### src/rtl/fwd_scoreboard_if.sv
// ---------------------------------------------------------------------------
// fwd_scoreboard_if
//   Bundles the issue-side request, execute-side stage results and the
//   forwarding/interlock responses of fwd_scoreboard.
//
//   master : pipeline controller (drives issue info, stage data, hold/flush)
//   slave  : fwd_scoreboard (returns op_data, stall, stall_cnt)
//
//   issue_valid  instruction at issue presents operand reads this cycle
//   rd_addr      read addresses, port p at [p*REG_AW +: REG_AW]
//   rf_data      register-file read data, port p at [p*DATA_W +: DATA_W]
//   wr_en        issuing instruction writes a register
//   wr_rd        destination of the issuing instruction
//   wr_is_load   issuing instruction is a load
//   stage_data   result held in stage k at [k*DATA_W +: DATA_W]
//   hold         global pipeline freeze
//   flush        squash the instruction entering stage 0
//   op_data      forwarded operands (combinational)
//   stall        load-use interlock (combinational)
//   stall_cnt    saturating interlock cycle count (registered)
// ---------------------------------------------------------------------------
interface fwd_scoreboard_if #(
  parameter int DATA_W = 32,
  parameter int REG_AW = 5,
  parameter int NUM_RD = 2,
  parameter int DEPTH  = 3,
  parameter int CNT_W  = 16
);
  logic                     issue_valid;
  logic [NUM_RD*REG_AW-1:0] rd_addr;
  logic [NUM_RD*DATA_W-1:0] rf_data;
  logic                     wr_en;
  logic [REG_AW-1:0]        wr_rd;
  logic                     wr_is_load;
  logic [DEPTH*DATA_W-1:0]  stage_data;
  logic                     hold;
  logic                     flush;
  logic [NUM_RD*DATA_W-1:0] op_data;
  logic                     stall;
  logic [CNT_W-1:0]         stall_cnt;

  modport master (
    output issue_valid, rd_addr, rf_data, wr_en, wr_rd, wr_is_load,
           stage_data, hold, flush,
    input  op_data, stall, stall_cnt
  );

  modport slave (
    input  issue_valid, rd_addr, rf_data, wr_en, wr_rd, wr_is_load,
           stage_data, hold, flush,
    output op_data, stall, stall_cnt
  );
endinterface

### src/rtl/fwd_scoreboard.sv
// ---------------------------------------------------------------------------
// fwd_scoreboard
//   Operand bypass and load-use interlock for the issue->execute boundary.
//   A shift-register scoreboard holds one {vld, rd, isLoad} entry per
//   post-issue stage (entry 0 = youngest). Each read port takes its operand
//   from the youngest in-flight producer of that register, or from the
//   register file when there is none. A youngest producer that is a load
//   still short of LOAD_READY raises stall and a bubble enters stage 0.
//
//   clk    rising-edge clock
//   rst_n  asynchronous active-low reset
//   bus    fwd_scoreboard_if.slave (see interface file for signal list)
// ---------------------------------------------------------------------------
module fwd_scoreboard #(
  parameter int DATA_W     = 32,
  parameter int REG_AW     = 5,
  parameter int NUM_RD     = 2,
  parameter int DEPTH      = 3,
  parameter int LOAD_READY = 2,
  parameter int CNT_W      = 16
) (
  input  logic             clk,
  input  logic             rst_n,
  fwd_scoreboard_if.slave  bus
);

  typedef struct packed {
    logic              vld;
    logic [REG_AW-1:0] rd;
    logic              isLoad;
  } entryT;

  entryT                    sb [DEPTH];
  logic [CNT_W-1:0]         stallCnt;
  logic [NUM_RD-1:0]        loadHazard;
  logic [REG_AW-1:0]        portAddr [NUM_RD];
  logic [NUM_RD*DATA_W-1:0] opData;
  logic                     stall;
  logic                     recordEn;

  // Per-port bypass select. Entries are scanned oldest to youngest so that a
  // younger match simply overwrites an older one; the hazard flag is taken
  // from the same (youngest) match, so a stalling load also shadows any
  // older forwardable producer.
  // NOTE: every variable here gets a default before any conditional update,
  // otherwise the tool infers a latch to hold the old value.
  always_comb begin
    opData = '0;
    for (int p = 0; p < NUM_RD; p++) begin
      // NOTE: combinational logic uses blocking '=' so later statements see
      // the updated value; clocked state below uses non-blocking '<='.
      portAddr[p]   = bus.rd_addr[p*REG_AW +: REG_AW];
      loadHazard[p] = 1'b0;
      opData[p*DATA_W +: DATA_W] = bus.rf_data[p*DATA_W +: DATA_W];
      for (int k = DEPTH - 1; k >= 0; k--) begin
        if (sb[k].vld && (sb[k].rd == portAddr[p]) && (portAddr[p] != '0)) begin
          opData[p*DATA_W +: DATA_W] = bus.stage_data[k*DATA_W +: DATA_W];
          loadHazard[p] = sb[k].isLoad && (k < LOAD_READY);
        end
      end
    end
  end

  assign stall    = bus.issue_valid && (|loadHazard);
  assign recordEn = bus.issue_valid && !stall && !bus.flush &&
                    bus.wr_en && (bus.wr_rd != '0);

  always_ff @(posedge clk or negedge rst_n) begin
    if (!rst_n) begin
      // NOTE: the scoreboard is a handful of flops, not a RAM, so every
      // entry is cleared; an in-flight write must never survive reset.
      for (int k = 0; k < DEPTH; k++) sb[k] <= '0;
      stallCnt <= '0;
    end else begin
      if (!bus.hold) begin
        for (int k = 1; k < DEPTH; k++) sb[k] <= sb[k-1];
        sb[0] <= recordEn ? entryT'{vld: 1'b1, rd: bus.wr_rd, isLoad: bus.wr_is_load}
                          : entryT'('0);
      end else if (bus.flush) begin
        // Frozen pipeline: only the squashed stage-0 instruction disappears.
        sb[0].vld <= 1'b0;
      end

      if (stall && !bus.hold && (stallCnt != {CNT_W{1'b1}})) begin
        stallCnt <= stallCnt + CNT_W'(1);
      end
    end
  end

  assign bus.op_data   = opData;
  assign bus.stall     = stall;
  assign bus.stall_cnt = stallCnt;

endmodule

### src/flat_wrapper.sv
// flat-port wrapper written by rule: the top's interface ports become plain ports
module fwd_scoreboard_flat 
#(
  parameter int DATA_W     = 32,
  parameter int REG_AW     = 5,
  parameter int NUM_RD     = 2,
  parameter int DEPTH      = 3,
  parameter int LOAD_READY = 2,
  parameter int CNT_W      = 16
)
  (clk, rst_n, bus_issue_valid, bus_rd_addr, bus_rf_data, bus_wr_en, bus_wr_rd, bus_wr_is_load, bus_stage_data, bus_hold, bus_flush, bus_op_data, bus_stall, bus_stall_cnt);
  fwd_scoreboard_if #(.DATA_W(DATA_W), .REG_AW(REG_AW), .NUM_RD(NUM_RD), .DEPTH(DEPTH), .CNT_W(CNT_W)) bus_i ();
  input  logic clk;
  input  logic rst_n;
  input wire logic [$bits(bus_i.issue_valid)-1:0] bus_issue_valid;
  input wire logic [$bits(bus_i.rd_addr)-1:0] bus_rd_addr;
  input wire logic [$bits(bus_i.rf_data)-1:0] bus_rf_data;
  input wire logic [$bits(bus_i.wr_en)-1:0] bus_wr_en;
  input wire logic [$bits(bus_i.wr_rd)-1:0] bus_wr_rd;
  input wire logic [$bits(bus_i.wr_is_load)-1:0] bus_wr_is_load;
  input wire logic [$bits(bus_i.stage_data)-1:0] bus_stage_data;
  input wire logic [$bits(bus_i.hold)-1:0] bus_hold;
  input wire logic [$bits(bus_i.flush)-1:0] bus_flush;
  output wire logic [$bits(bus_i.op_data)-1:0] bus_op_data;
  output wire logic [$bits(bus_i.stall)-1:0] bus_stall;
  output wire logic [$bits(bus_i.stall_cnt)-1:0] bus_stall_cnt;
  assign bus_i.issue_valid = bus_issue_valid;
  assign bus_i.rd_addr = bus_rd_addr;
  assign bus_i.rf_data = bus_rf_data;
  assign bus_i.wr_en = bus_wr_en;
  assign bus_i.wr_rd = bus_wr_rd;
  assign bus_i.wr_is_load = bus_wr_is_load;
  assign bus_i.stage_data = bus_stage_data;
  assign bus_i.hold = bus_hold;
  assign bus_i.flush = bus_flush;
  assign bus_op_data = bus_i.op_data;
  assign bus_stall = bus_i.stall;
  assign bus_stall_cnt = bus_i.stall_cnt;
  fwd_scoreboard #(.DATA_W(DATA_W), .REG_AW(REG_AW), .NUM_RD(NUM_RD), .DEPTH(DEPTH), .LOAD_READY(LOAD_READY), .CNT_W(CNT_W)) u_core (.clk(clk), .rst_n(rst_n), .bus(bus_i));
endmodule
### config.mk
export PLATFORM = sky130hd
export DESIGN_NAME = fwd_scoreboard_flat
export DESIGN_NICKNAME = d
export VERILOG_FILES = /design/src/rtl/fwd_scoreboard_if.sv /design/src/rtl/fwd_scoreboard.sv /design/src/flat_wrapper.sv
export SDC_FILE = /design/constraint.sdc
export NUM_CORES = 1
export LEC_CHECK = 0
export CORE_MARGIN = 5
export CORE_UTILIZATION = 36
export DETAILED_ROUTE_END_ITERATION = 8
export PLACE_DENSITY = 0.82
export REMOVE_ABC_BUFFERS = 1
export SETUP_SLACK_MARGIN = 0.3
export SLEW_MARGIN = 20
export SYNTH_ARGS = -nofsm -noshare
export SYNTH_HDL_FRONTEND = slang
export SYNTH_SLANG_ARGS = --single-unit
### constraint.sdc
create_clock -name clk -period 2.7 [get_ports clk]
set_clock_uncertainty 0.05 [all_clocks]
set_input_delay 0.27 -clock clk [delete_from_list [all_inputs] [get_ports clk]]
set_output_delay 0.27 -clock clk [all_outputs]
set_load 0.02 [all_outputs]
==> results.md, run 1 <==
* Post-route clock period utilization at 105%
* Crit path kind: in -> out
* CP max FO at 8
* Yosys reg bits at 36
* WP buf/inv at 7
* Vias post-DR at between 5000 and 6000
* Nets at approximately 1000
* Routed WL per cell at approximately 22 um
* CTS clk-pin slew, worst paths at around 70 ps
* Vias in the first global route at approximately 5300
* Die Area at 0.0128 mm2
* Fin crit period at about 2800 ps
* Mapped Cells at 517
* Startpoint types: input port
* Routed wire length at 22200 um
* Fin. Hold Viols at 0
* Area leader, netlist: dfrtp_1
* PD cells at between 200 and 250 mW/mm2
* Max Slew Vio Count at 0
* Core Region at 0.0104 mm2
* Number of synthesized flops with an enable pin at 0
* CTS tree: done
* Layout cells sized above 1 at between 20% and 30%
* Ranking of synthesized cells by area: dfrtp_1, mux2i_1, o21ai_0
* CP endpoint kind: output port
* # diodes at 0
* Max-slew headroom at ~70%
* R2R cell count at 12
* Fmax at 0.351 GHz
* Synth top area share at 23.5%
* VDD IR max at ~0.38 mV
* Synth cell types at 36
* Via/cell ratio at approximately 5.5
* Post-synth ARST share at 100%
* Largest net degree at the start of global routing at 37
* Post-route ant nets at 0
* Initial antenna violation count at 1
* Cts bufs inserted at 5
* Status: finished with violations
* Synth-to-layout area growth at 111%
* Detailed-router iteration count before antenna repair at 7
* DP HPWL at ~15000 um
* Post-synthesis sequential area ratio at between 20% and 30%
* Count leader, synth: nand2_1
* Hold_ws at ~330 ps
* Clk root buf: clkbuf_8
* Initial DRC Count at about 500
* Crit path cell chain: dlygate4sd2_1, or4_1, nor2_2, buf_6, nor4_4, buf_4, buf_12, buf_16, buf_6, mux2i_1, nand2_1, o21ai_1, o21ai_1, buf_4
* Die H at ~110 um
* Design Area, Final at between 0.008 and 0.009 mm2
* Max clock buf depth at 2
* Standard-cell rows at 37
* CP top delay family: buffers and inverters
* Post-synth top cells: nand2_1, o21ai_0, mux2i_1, dfrtp_1, xnor2_1
* Starting Density at between 30% and 40%
* Clock latency on the worst-skew pair at 290 ps
* Residual DRC at 0
* Syn avg cell area at between 7 and 8 um2
* Final setup viols at 35
* H-tree depth at 2
* Failing checks: setup timing
* Gpl congestion at about 1.0
* Critical path depth at 14
* Post-synth top flop: dfrtp_1
* First-pass GRT wire length at a little over 30000 um
* Critical path's slowest cell: or4_1
* Slowest Stage Delay on Critical Path at 530 ps
* Worst Tran Pin Value at 449 ps
* Io pins at about 260
* Slack of the critical path at -147 ps
* Max-cap check violation count at 0
* Clock Sink Count at 36
* Horiz. Die Dim at roughly 110 um
* Filler cells at ~700
* Pleak at between 3 and 4 nW
* Port Buffers at 262
* Unrepaired setup endpoints after global routing: true
* Worst EP required at approximately 2400 ps
* Yosys warns at 0
* Mapped cell area at ~0.0038 mm2
* Worst EP arrival at 2530 ps
* Total grt overflow at 0
* HP Class: in -> async
* Dpl cell area at between 0.006 and 0.007 mm2
* Total GRT Usage at between 30% and 40%
## per-stage QoR
| step | instances | total power, mW | util, % | TNS, ps | worst slack [ps] |
|---|---|---|---|---|---|
| 4_1_cts | 983 | 1.75 | 73.9 | -2150 | -157 |
| 5_1_grt | 996 | 1.86 | 77.9 | -7700 | -243 |
| 2_1_floorplan | 480 | 0.795 | - | -320910 | -3830 |
| 3_3_place_gp | 925 | 1.27 | 67.0 | -36770 | -636 |
| 6_report | 996 | 1.78 | 77.9 | -1880 | -147 |
| 3_5_place_dp | 925 | 1.28 | 67.0 | -39680 | -664 |
## logic make-up after synthesis
logic type | count (synthesis) | synth area share (%)
simple gates | 177 | 20.3
compound gates | 141 | 20.5
mux | 78 | 20.8
xor+xnor | 45 | 10.3
buf+inv | 39 | 4.28
flops | 36 | 23.5
fa+ha+maj | 1 | 0.327
## state kept, by name (all words and copies together), names as in the netlist
register / cells
u_core.sb: 20
u_core.bus.stall_cnt: 16
## power by group
part | total [mW] | switching [mW] | internal, mW
Combinational | 0.732 | 0.310 | 0.422
Clock | 0.473 | 0.200 | 0.273
Sequential | 0.573 | 0.0197 | 0.553
Total | 1.78 | 0.530 | 1.25
## worst paths after layout
path                                          startpoint                        to  slack (ps)
worst max-delay path                      bus_rd_addr[7]           bus_op_data[56]        -150
worst min-delay path                               rst_n             u_core.sb[12]         330
worst max register to register             u_core.sb[12]   u_core.bus.stall_cnt[4]          30
worst min register to register  u_core.bus.stall_cnt[15]  u_core.bus.stall_cnt[15]         450
max in group asynchronous                          rst_n             u_core.sb[11]        1930
min in group clk                u_core.bus.stall_cnt[15]  u_core.bus.stall_cnt[15]         450
## repair_timing
action,CTS,global route
setup buffers,40,10
hold buffers,0,0
gates resized for setup,448,110
pin swaps,36,41
gates cloned,10,3
endpoints found under the setup margin,88,88
## layout by cell type (no fill, tap or decap), types with 12 or more instances in the layout
master / instances
mux2_2: 13
o21ai_2: 16
buf_12: 17
dlygate4sd2_1: 12
o21ai_0: 37
mux2i_1: 61
dfrtp_1: 35
nand2_2: 13
xnor2_1: 28
xor2_1: 13
nand2_1: 117
clkdlybuf4s50_1: 187
buf_4: 95
o21ai_1: 75
nand4_1: 13
buf_6: 38
## area by class of cell
type | instances | area [um2] | share of cell area [%]
clock inverters | 3 | 42.5 | 0.526
well taps | 136 | 170 | 2.11
multi-input cells | 443 | 3050 | 37.7
inverters | 2 | 7.51 | 0.0929
clock buffers | 5 | 68.8 | 0.852
flip-flops and latches | 36 | 902 | 11.2
repair buffers | 371 | 3840 | 47.5
## per-layer routing
metal | part of all wire [%] | vias up | GRT usage [%]
li1 | - | 2518 | -
met5 | 0.059 | - | 0
met1 | 36 | 2516 | 36.6
met3 | 9.9 | 87 | 8.45
met2 | 49 | 324 | 52.9
met4 | 5.2 | 2 | 13.4
(Power assumes the default switching activity.)
==> inputs of run 2 (changes only) <==
--- a/config.mk
+++ b/config.mk
@@ -8,6 +8,7 @@
 export CORE_MARGIN = 5
 export CORE_UTILIZATION = 36
 export DETAILED_ROUTE_END_ITERATION = 8
+export GPL_TIMING_DRIVEN = 0
 export PLACE_DENSITY = 0.82
 export REMOVE_ABC_BUFFERS = 1
 export SETUP_SLACK_MARGIN = 0.3
==> results.md, run 2 (same netlist as run 1, synthesis figures left out) <==
* Pwr Total at around 1.8 mW
* Final setup viols at 34
* Via/cell ratio at ~5.7
* Cts bufs inserted at 5
* Total grt overflow at 0
* DP HPWL at 15900 um
* Max reg flops at 20
* CP endpoint kind: output port
* Most frequent cells in the layout: clkdlybuf4s50_1, nand2_1, buf_4
* CTS tree: done
* Routed WL per cell at between 20 and 25 um
* Routed wire length at between 20000 and 25000 um
* Vias in the first global route at about 5400
* Fin util at just under 80%
* Starting Density at ~37%
* Horiz. Die Dim at 113 um
* Most flops, register: u_core.sb
* Post-route clock period utilization at 104%
* P_int at approximately 1.3 mW
* Pleak at around 3.4 nW
* Worst EP required at 2380 ps
* Critical path's slowest cell: or4_4
* Max-cap check violation count at 0
* Post-route ant nets at 0
* Setup slack, reg-to-reg at about 30 ps
* Setup TNS at -1950 ps
* R2r endpoint: u_core.bus.stall_cnt[13]
* RR Startpoint: u_core.sb[12]
* Detailed-router iteration count before antenna repair at 5
* Fmax at 0.356 GHz
* Slowest Stage Delay on Critical Path at ~550 ps
* Initial antenna violation count at 0
* Clock power share at between 20% and 30%
* HP Class: in -> async
* Standard-cell rows at 37
* Largest net degree at the start of global routing at 36
* Slack of the critical path at -109 ps
* Layout Cells excl Fill at 970
* VDD IR max at between 0.3 and 0.4 mV
* Core Region at approximately 0.010 mm2
* Design Area, Final at between 0.008 and 0.009 mm2
* Net switching power at 0.562 mW
* Io pins at 263
* Residual DRC at 0
* Clock Sink Count at 36
* CTS clk-pin slew, worst paths at 70 ps
* Initial DRC Count at just over 400
* Most common cell after layout, fill and taps aside: clkdlybuf4s50_1
* First-pass GRT wire length at 31900 um
* Fin. Hold Viols at 0
* Startpoint types: register
* Fin crit period at about 2800 ps
* PD cells at roughly 230 mW/mm2
* Dpl cell area at 0.00673 mm2
* Port Buffers at ~260
* Flop pwr share at between 30% and 40%
* Layout cells sized above 1 at between 30% and 40%
* R2R cell count at 10
* Crit path cell chain: xnor2_1, nand4_1, buf_4, or4_4, buf_8, buf_16, nand2_4, o21ai_2, o21ai_1, buf_4
* Max Slew Vio Count at 0
* H-tree depth at 2
* CP max FO at 6
* Worst EP arrival at between 2000 and 2500 ps
* Synth-to-layout area growth at 109%
* Die Area at ~0.013 mm2
* Max clock buf depth at 2
* DP Cell Count at ~900
* Hold_ws at between 200 and 300 ps
* Nets at between 1000 and 1500
* Total GRT Usage at approximately a third
* Net Sw Frac at between 30% and 40%
* Gpl congestion at about 1.0
* Failing checks: setup timing
* Die H at 113 um
* Unrepaired setup endpoints after global routing: true
* Crit path kind: reg -> out
* Combinational share of power at 42.0%
* Vias post-DR at around 5500
* Worst Tran Pin Value at 847 ps
* Clock latency on the worst-skew pair at slightly below 300 ps
* CP most frequent cell: buf_4
* Clk root buf: clkbuf_8
* Pre-CTS WS at -1360 ps
* Max-slew headroom at between 40% and 50%
* Status: finished with violations
[run 2: cell types whose count changed in the layout (fill, tap and decap cells not counted), sizes merged]
cell	delta
clkbuf	+10
dlygate4sd3	+1
diode	+1
clkdlybuf4s50	-1
dlymetal6s2s	+1
or4	+4
buf	-31
dlygate4sd2	-10
clkdlybuf4s15	-1
[run 2: what timing repair did]
item	4_1_cts	5_1_grt
setup buffers	30	10
resized for setup	536	147
hold buffers	1	0
gates cloned	9	8
endpoints found under the hold margin	36	0
pin swaps	37	56
endpoints found under the setup margin	88	88
[run 2: area by class of cell]
type	instances	area [um2]
clock inverters	3	42.5
repair buffers	340	3500
well taps	136	170
multi-input cells	447	3320
flip-flops and latches	36	905
diodes	1	2.50
fillers	724	2360
clock buffers	5	68.8
inverters	2	7.51
[run 2: worst max-delay path by stage]
stage                         from               to  slack [ps]  depth (start not counted)
floorplan            u_core.sb[17]   bus_op_data[0]       -3830                          4
global placement    bus_rd_addr[2]        bus_stall       -7490                          8
detailed placement  bus_rd_addr[3]  bus_op_data[10]       -1360                         11
CTS                  u_core.sb[11]  bus_op_data[61]         -90                          8
global route         u_core.sb[10]        bus_stall        -200                          9
finish               u_core.sb[12]  bus_op_data[25]        -110                         10
[run 2: routing by layer]
layer / track usage (%) / vias to the layer above / wire [um] / share of wire [%]
met5: 0 / - / 0 / 0
met4: 11.7 / 0 / 1040 / 4.5
met3: 8.40 / 84 / 1960 / 8.4
met2: 55.2 / 338 / 11600 / 50
met1: 38.6 / 2628 / 8770 / 37
li1: - / 2484 / - / -
[run 2: worst max-delay path: cells and delay by family, from the launching register on]
family | cells | cell delay (ps)
compound gates | 2 | 180
xor+xnor | 1 | 170
buf+inv | 4 | 650
flops | 1 | 430
simple gates | 3 | 750
[run 2: power by group through the flow]
stage	combinational [mW]	clock, mW	sequential [mW]
5_1_grt	0.808	0.505	0.576
3_3_place_gp	0.652	0	0.580
4_1_cts	0.697	0.480	0.572
3_5_place_dp	0.678	0	0.582
6_report	0.763	0.479	0.574
2_1_floorplan	0.218	0	0.577
